<file path="src/rtl/gmii_rx_frame.sv">
// GMII receive front end: strips preamble/SFD, checks the FCS, length and rx_er,
// removes the FCS and streams the payload with sop/eop framing and a frame verdict.
module gmii_rx_frame #(
  parameter int MIN_LEN = 64,
  parameter int MAX_LEN = 1518,
  parameter int CNT_W   = 16
) (
  input  logic             clk_125,
  input  logic             reset_n,
  input  logic [7:0]       mac_rxd,
  input  logic             mac_rx_dv,
  input  logic             mac_rx_er,
  output logic [7:0]       rx_data,
  output logic             rx_valid,
  output logic             rx_sop,
  output logic             rx_eop,
  output logic             rx_good,
  output logic             rx_bad,
  output logic [15:0]      rx_len,
  output logic [CNT_W-1:0] stat_good,
  output logic [CNT_W-1:0] stat_bad
);

  typedef enum logic [1:0] {IDLE, PREAMBLE, DATA, DROP} state_t;

  state_t      r_state;
  state_t      w_state_next;
  logic        w_start;
  logic        w_beat;
  logic        w_end;
  logic        w_good;
  logic [31:0] w_crc_next;
  logic [31:0] r_crc;
  logic [15:0] r_cnt;
  logic        r_err;
  logic        r_sent;
  logic [2:0]  r_fill;
  logic [7:0]  r_buf [0:4];

  function automatic logic [31:0] crc_byte(input logic [31:0] c, input logic [7:0] d);
    logic [31:0] x;
    x = c;
    for (int i = 0; i < 8; i++) begin
      x = (x[0] ^ d[i]) ? ((x >> 1) ^ 32'hEDB88320) : (x >> 1);
    end
    return x;
  endfunction

  always_ff @(posedge clk_125 or negedge reset_n) begin
    if (!reset_n) r_state <= IDLE;
    else          r_state <= w_state_next;
  end

  always_comb begin
    w_state_next = r_state;
    w_start      = 1'b0;
    w_beat       = 1'b0;
    w_end        = 1'b0;
    case (r_state)
      IDLE, PREAMBLE: begin
        if (!mac_rx_dv) begin
          w_state_next = IDLE;
        end else if (mac_rxd == 8'h55) begin
          w_state_next = PREAMBLE;
        end else if (mac_rxd == 8'hD5) begin
          w_state_next = DATA;
          w_start      = 1'b1;
        end else begin
          w_state_next = DROP;
        end
      end
      DATA: begin
        if (mac_rx_dv) begin
          w_beat = 1'b1;
        end else begin
          w_end        = 1'b1;
          w_state_next = IDLE;
        end
      end
      DROP: if (!mac_rx_dv) w_state_next = IDLE;
      default: w_state_next = IDLE;
    endcase
  end

  assign w_crc_next = crc_byte(r_crc, mac_rxd);
  // 0xDEBB20E3 is the register residue after running a correct FCS through the CRC
  assign w_good = (r_crc == 32'hDEBB20E3) && (r_cnt >= 16'(MIN_LEN)) &&
                  (r_cnt <= 16'(MAX_LEN)) && !r_err;

  always_ff @(posedge clk_125 or negedge reset_n) begin
    if (!reset_n) begin
      r_crc     <= 32'hFFFFFFFF;
      r_cnt     <= 16'd0;
      r_err     <= 1'b0;
      r_sent    <= 1'b0;
      r_fill    <= 3'd0;
      for (int i = 0; i < 5; i++) r_buf[i] <= 8'h00;
      rx_data   <= 8'h00;
      rx_valid  <= 1'b0;
      rx_sop    <= 1'b0;
      rx_eop    <= 1'b0;
      rx_good   <= 1'b0;
      rx_bad    <= 1'b0;
      rx_len    <= 16'd0;
      stat_good <= '0;
      stat_bad  <= '0;
    end else begin
      rx_valid <= 1'b0;
      rx_sop   <= 1'b0;
      rx_eop   <= 1'b0;
      rx_good  <= 1'b0;
      rx_bad   <= 1'b0;
      if (w_start) begin
        r_crc  <= 32'hFFFFFFFF;
        r_cnt  <= 16'd0;
        r_err  <= 1'b0;
        r_sent <= 1'b0;
        r_fill <= 3'd0;
      end
      if (w_beat) begin
        r_crc <= w_crc_next;
        if (r_cnt != 16'hFFFF) r_cnt <= r_cnt + 16'd1;
        if (mac_rx_er) r_err <= 1'b1;
        r_buf[0] <= mac_rxd;
        for (int i = 1; i < 5; i++) r_buf[i] <= r_buf[i-1];
        if (r_fill == 3'd5) begin
          rx_data  <= r_buf[4];
          rx_valid <= 1'b1;
          rx_sop   <= !r_sent;
          r_sent   <= 1'b1;
        end else begin
          r_fill <= r_fill + 3'd1;
        end
      end
      // A full buffer at frame end holds the last payload byte plus the 4 FCS bytes
      if (w_end) begin
        r_fill <= 3'd0;
        if (r_fill == 3'd5) begin
          rx_data  <= r_buf[4];
          rx_valid <= 1'b1;
          rx_eop   <= 1'b1;
          rx_sop   <= !r_sent;
          rx_good  <= w_good;
          rx_bad   <= !w_good;
          rx_len   <= r_cnt;
          if (w_good) begin
            if (stat_good != '1) stat_good <= stat_good + CNT_W'(1);
          end else begin
            if (stat_bad != '1) stat_bad <= stat_bad + CNT_W'(1);
          end
        end else begin
          if (stat_bad != '1) stat_bad <= stat_bad + CNT_W'(1);
        end
      end
    end
  end

endmodule

</file>
<file path="config.mk">
export PLATFORM = sky130hd
export DESIGN_NAME = gmii_rx_frame
export DESIGN_NICKNAME = d
export VERILOG_FILES = /design/src/rtl/gmii_rx_frame.sv
export SDC_FILE = /design/constraint.sdc
export NUM_CORES = 1
export LEC_CHECK = 0
export BUFFER_PORTS_ARGS = -buffer_cell sky130_fd_sc_hd__buf_4
export CORE_MARGIN = 1.5
export CORE_UTILIZATION = 55
export CTS_CLUSTER_DIAMETER = 30
export DETAILED_ROUTE_END_ITERATION = 10
export PLACE_DENSITY = 0.84
export SETUP_SLACK_MARGIN = 0.5
export SLEW_MARGIN = 5
export SYNTH_ARGS = -nofsm -noshare
export SYNTH_HDL_FRONTEND = slang
export SYNTH_SLANG_ARGS = --single-unit
</file>
<file path="constraint.sdc">
create_clock -name clk_125 -period 3.37 [get_ports clk_125]
set_clock_uncertainty 0.15 [all_clocks]
set_input_delay 0.1685 -clock clk_125 [delete_from_list [all_inputs] [get_ports clk_125]]
set_output_delay 0.1685 -clock clk_125 [all_outputs]
set_load 0.03 [all_outputs]
</file>
==> results.sh <==
export IMPL_routed_wl_um=16100
export IMPL_initial_core_util_pct=56.8
export IMPL_cts_buffers_inserted=17
export IMPL_clock_latency_ns=0.42
export IMPL_avgSynthCellArea_um2=10.3
export IMPL_crit_reg2reg_capture="stat_good[1]"
export IMPL_finalCoreUtilization_pct=67.7
export IMPL_netSwitchingFraction_pct=36.2
export IMPL_synthesis_area_um2=7550
export IMPL_wl_met1_um=7210
export IMPL_worst_setup_path_start_kind="register"
export IMPL_synthArstFlopShare_pct=100
export IMPL_design_area_um2=9000
export IMPL_cp_arrival_ns=2.92
export IMPL_cap_violations=0
export IMPL_core_area_um2=13300
export IMPL_synth_flop_cell="dfrtp_1"
export IMPL_grtUsageTotal_pct=23.7
export IMPL_path_clk_slew_ns=0.06
export IMPL_multi_input_area_um2=3450
export IMPL_r2r_slack_ns=0.60
export IMPL_fillers=972
export IMPL_drc=0
export IMPL_min_period_ns=2.77
export IMPL_die_area_um2=14400
export IMPL_cts_tree="yes"
export IMPL_cts_root_buffer="clkbuf_16"
export IMPL_synth_edf_count=0
export IMPL_clk_path_buf_depth=2
export IMPL_routed_top_layer="met4"
export IMPL_required_ns=3.53
export IMPL_numPortBuffers=72
export IMPL_fin_cells=1005
export IMPL_grt_overflow_total=0
export IMPL_nets=834
export IMPL_slew_headroom_pct=37.4
export IMPL_intPower_mw=4.79
export IMPL_crit_type="reg2reg"
export IMPL_dp_hpwl_um=10500
export IMPL_ys_types=56
export IMPL_cp_max_fo=16
export IMPL_status="completed"
export IMPL_antenna_found_initial=0
export IMPL_h_tree_depth=4
export IMPL_reg2reg_depth=7
export IMPL_grt_max_degree=108
export IMPL_placed_area_um2=8300
export IMPL_period_share_pct=82.1
export IMPL_finalSetupTns_ns=0
export IMPL_ys_ff_latch=156
export IMPL_r2r_start="r_crc[13]"
export IMPL_final_cell_mix="nand2_1, dfrtp_1, buf_4"
export IMPL_die_h_um=120
export IMPL_wl_met2_um=8080
export IMPL_ys_seq_area_share_pct=52.3
export IMPL_routedWlPerCell_um=16.1
export IMPL_grt_first_pass_wirelength_um=27100
export IMPL_ir_drop_v=0.000665
export IMPL_tightest_slew_ns=0.940
export IMPL_drt_first_iter_violations=469
export IMPL_ios=73
export IMPL_ys_warn_count=0
export IMPL_seqPwrFrac_pct=37.0
export IMPL_pre_cts_ws_ns=0.563
export IMPL_place_inst=962
export IMPL_grt_pass1_vias=5483
export IMPL_seq_area_um2=3940
export IMPL_p_comb_share_pct=38.4
export IMPL_antenna_cells=0
export IMPL_drtPass1Iterations=5
export IMPL_routed_via_density=5.54
export IMPL_cts_num_sinks=156
export IMPL_drv_slew=0
export IMPL_setup_ws_ns=0.604
export IMPL_antenna_left=0
export IMPL_hold_violations=0
export IMPL_die_x_um=120
export IMPL_p_clk_share_pct=24.6
export IMPL_power_leakage_nw=4.32
export IMPL_gp_congestion=0.875
export IMPL_cp_end_kind="register"
export IMPL_areaGrowthSynthToFinish_pct=19.3
export IMPL_wl_met3_um=504
export IMPL_rsz0062_at_grt="false"
export IMPL_p_sw_mw=2.72
export IMPL_vias=5568
export IMPL_post_cts_buffers=0
export IMPL_row_count=42
export IMPL_setup_viol=0
export IMPL_synth_cells=732
export IMPL_syn_nets=750
export IMPL_p_per_area_nw_per_um2=835
export IMPL_layout_drive_gt1_share_pct=24.7
export IMPL_max_freq_mhz=362
export IMPL_mostFrequentLayoutCell="nand2_1"
export IMPL_min_path_type="in2async"
==> logic make-up (layout without fill, tap and decap cells) <==
| family | count (synthesis) | after routing | share of synthesized area [%] |
|---|---|---|---|
| AO/OA/AOI/OAI | 69 | 69 | 5.50 |
| multiplexers | 29 | 29 | 4.34 |
| flip-flops | 156 | 156 | 52.3 |
| adder cells (fa/ha/maj) | 6 | 6 | 0.995 |
| AND/OR/NAND/NOR | 327 | 327 | 21.7 |
| buffers and inverters | 41 | 138 | 2.30 |
| XOR/XNOR | 104 | 104 | 12.9 |
==> per-stage QoR <==
step / total power, mW / hold slack [ns]
floorplan: 4.96 / -0.277
global placement: 5.54 / 0.207
detailed placement: 5.63 / 0.208
global route: 7.97 / 0.317
finish: 7.52 / 0.284
CTS: 7.54 / 0.291
==> per-layer routing <==
layer	up-vias	GRT usage (%)
met5	-	0
met4	0	8.63
met3	32	5.18
met2	114	38.9
met1	2751	31.1
li1	2671	-
==> synth_stat cells, types with 14 or more instances <==
cell | instances | area share (%)
mux2_2 | 22 | 3.3
dfrtp_1 | 124 | 41
xnor2_1 | 55 | 6.4
xor2_1 | 41 | 4.8
clkbuf_1 | 24 | 1.2
nand2_1 | 154 | 7.7
nand3_1 | 34 | 2.3
and3_1 | 19 | 1.6
nor3_1 | 28 | 1.9
nor2_1 | 28 | 1.4
nand4_1 | 14 | 1.2
dfstp_2 | 32 | 11
o21ai_0 | 25 | 1.7
a21oi_1 | 30 | 2.0
==> state kept, by name, summed over array words and instances (netlist names) <==
name / flops
stat_good: 16
r_crc: 32
r_err: 1
rx_eop: 1
r_buf: 40
rx_bad: 1
rx_valid: 1
r_state: 2
rx_data: 8
rx_sop: 1
r_cnt: 16
rx_len: 16
rx_good: 1
r_sent: 1
r_fill: 3
stat_bad: 16
==> power groups by stage <==
| stage | registers (mW) | clock network [mW] | logic (mW) |
|---|---|---|---|
| 2_1_floorplan | 2.82 | 0 | 2.14 |
| 3_3_place_gp | 2.78 | 0 | 2.76 |
| 3_5_place_dp | 2.80 | 0 | 2.82 |
| 4_1_cts | 2.78 | 1.88 | 2.89 |
| 5_1_grt | 2.84 | 1.96 | 3.18 |
| 6_report | 2.78 | 1.85 | 2.88 |
==> what timing repair did <==
action / CTS / global route
gates resized for setup: 0 / 2
setup endpoints to repair: 0 / 2
hold buffers: 11 / 0
endpoints found under the hold margin: 100 / 0
==> worst max-delay path by stage <==
stage / startpoint / end / slack, ns
after detailed placement: r_crc[13] / stat_good[1] / 0.56
after CTS: r_crc[13] / stat_good[1] / 0.53
final: r_crc[13] / stat_good[1] / 0.60
after floorplan: r_crc[13] / stat_good[6] / 0.84
after global placement: r_crc[13] / stat_good[1] / 0.62
after global routing: r_cnt[14] / stat_bad[1] / 0.52
==> critical path, stage by stage (launching register included) <==
cell and delay [ns]:
dfstp_2 0.55, or4b_1 0.49, nor4_4 0.30, nand4_1 0.22
a211oi_4 0.28, buf_6 0.24, nand2_2 0.10, mux2_4 0.32
==> area by class of cell <==
class | count | share of cell area, %
clock buffer | 20 | 5.18
clock inverter | 12 | 1.26
inverter | 9 | 0.375
multi-input combinational | 535 | 38.3
sequential | 156 | 43.8
tap | 176 | 2.45
timing repair buffer | 97 | 8.62
Power figures use the tool's default switching activity.
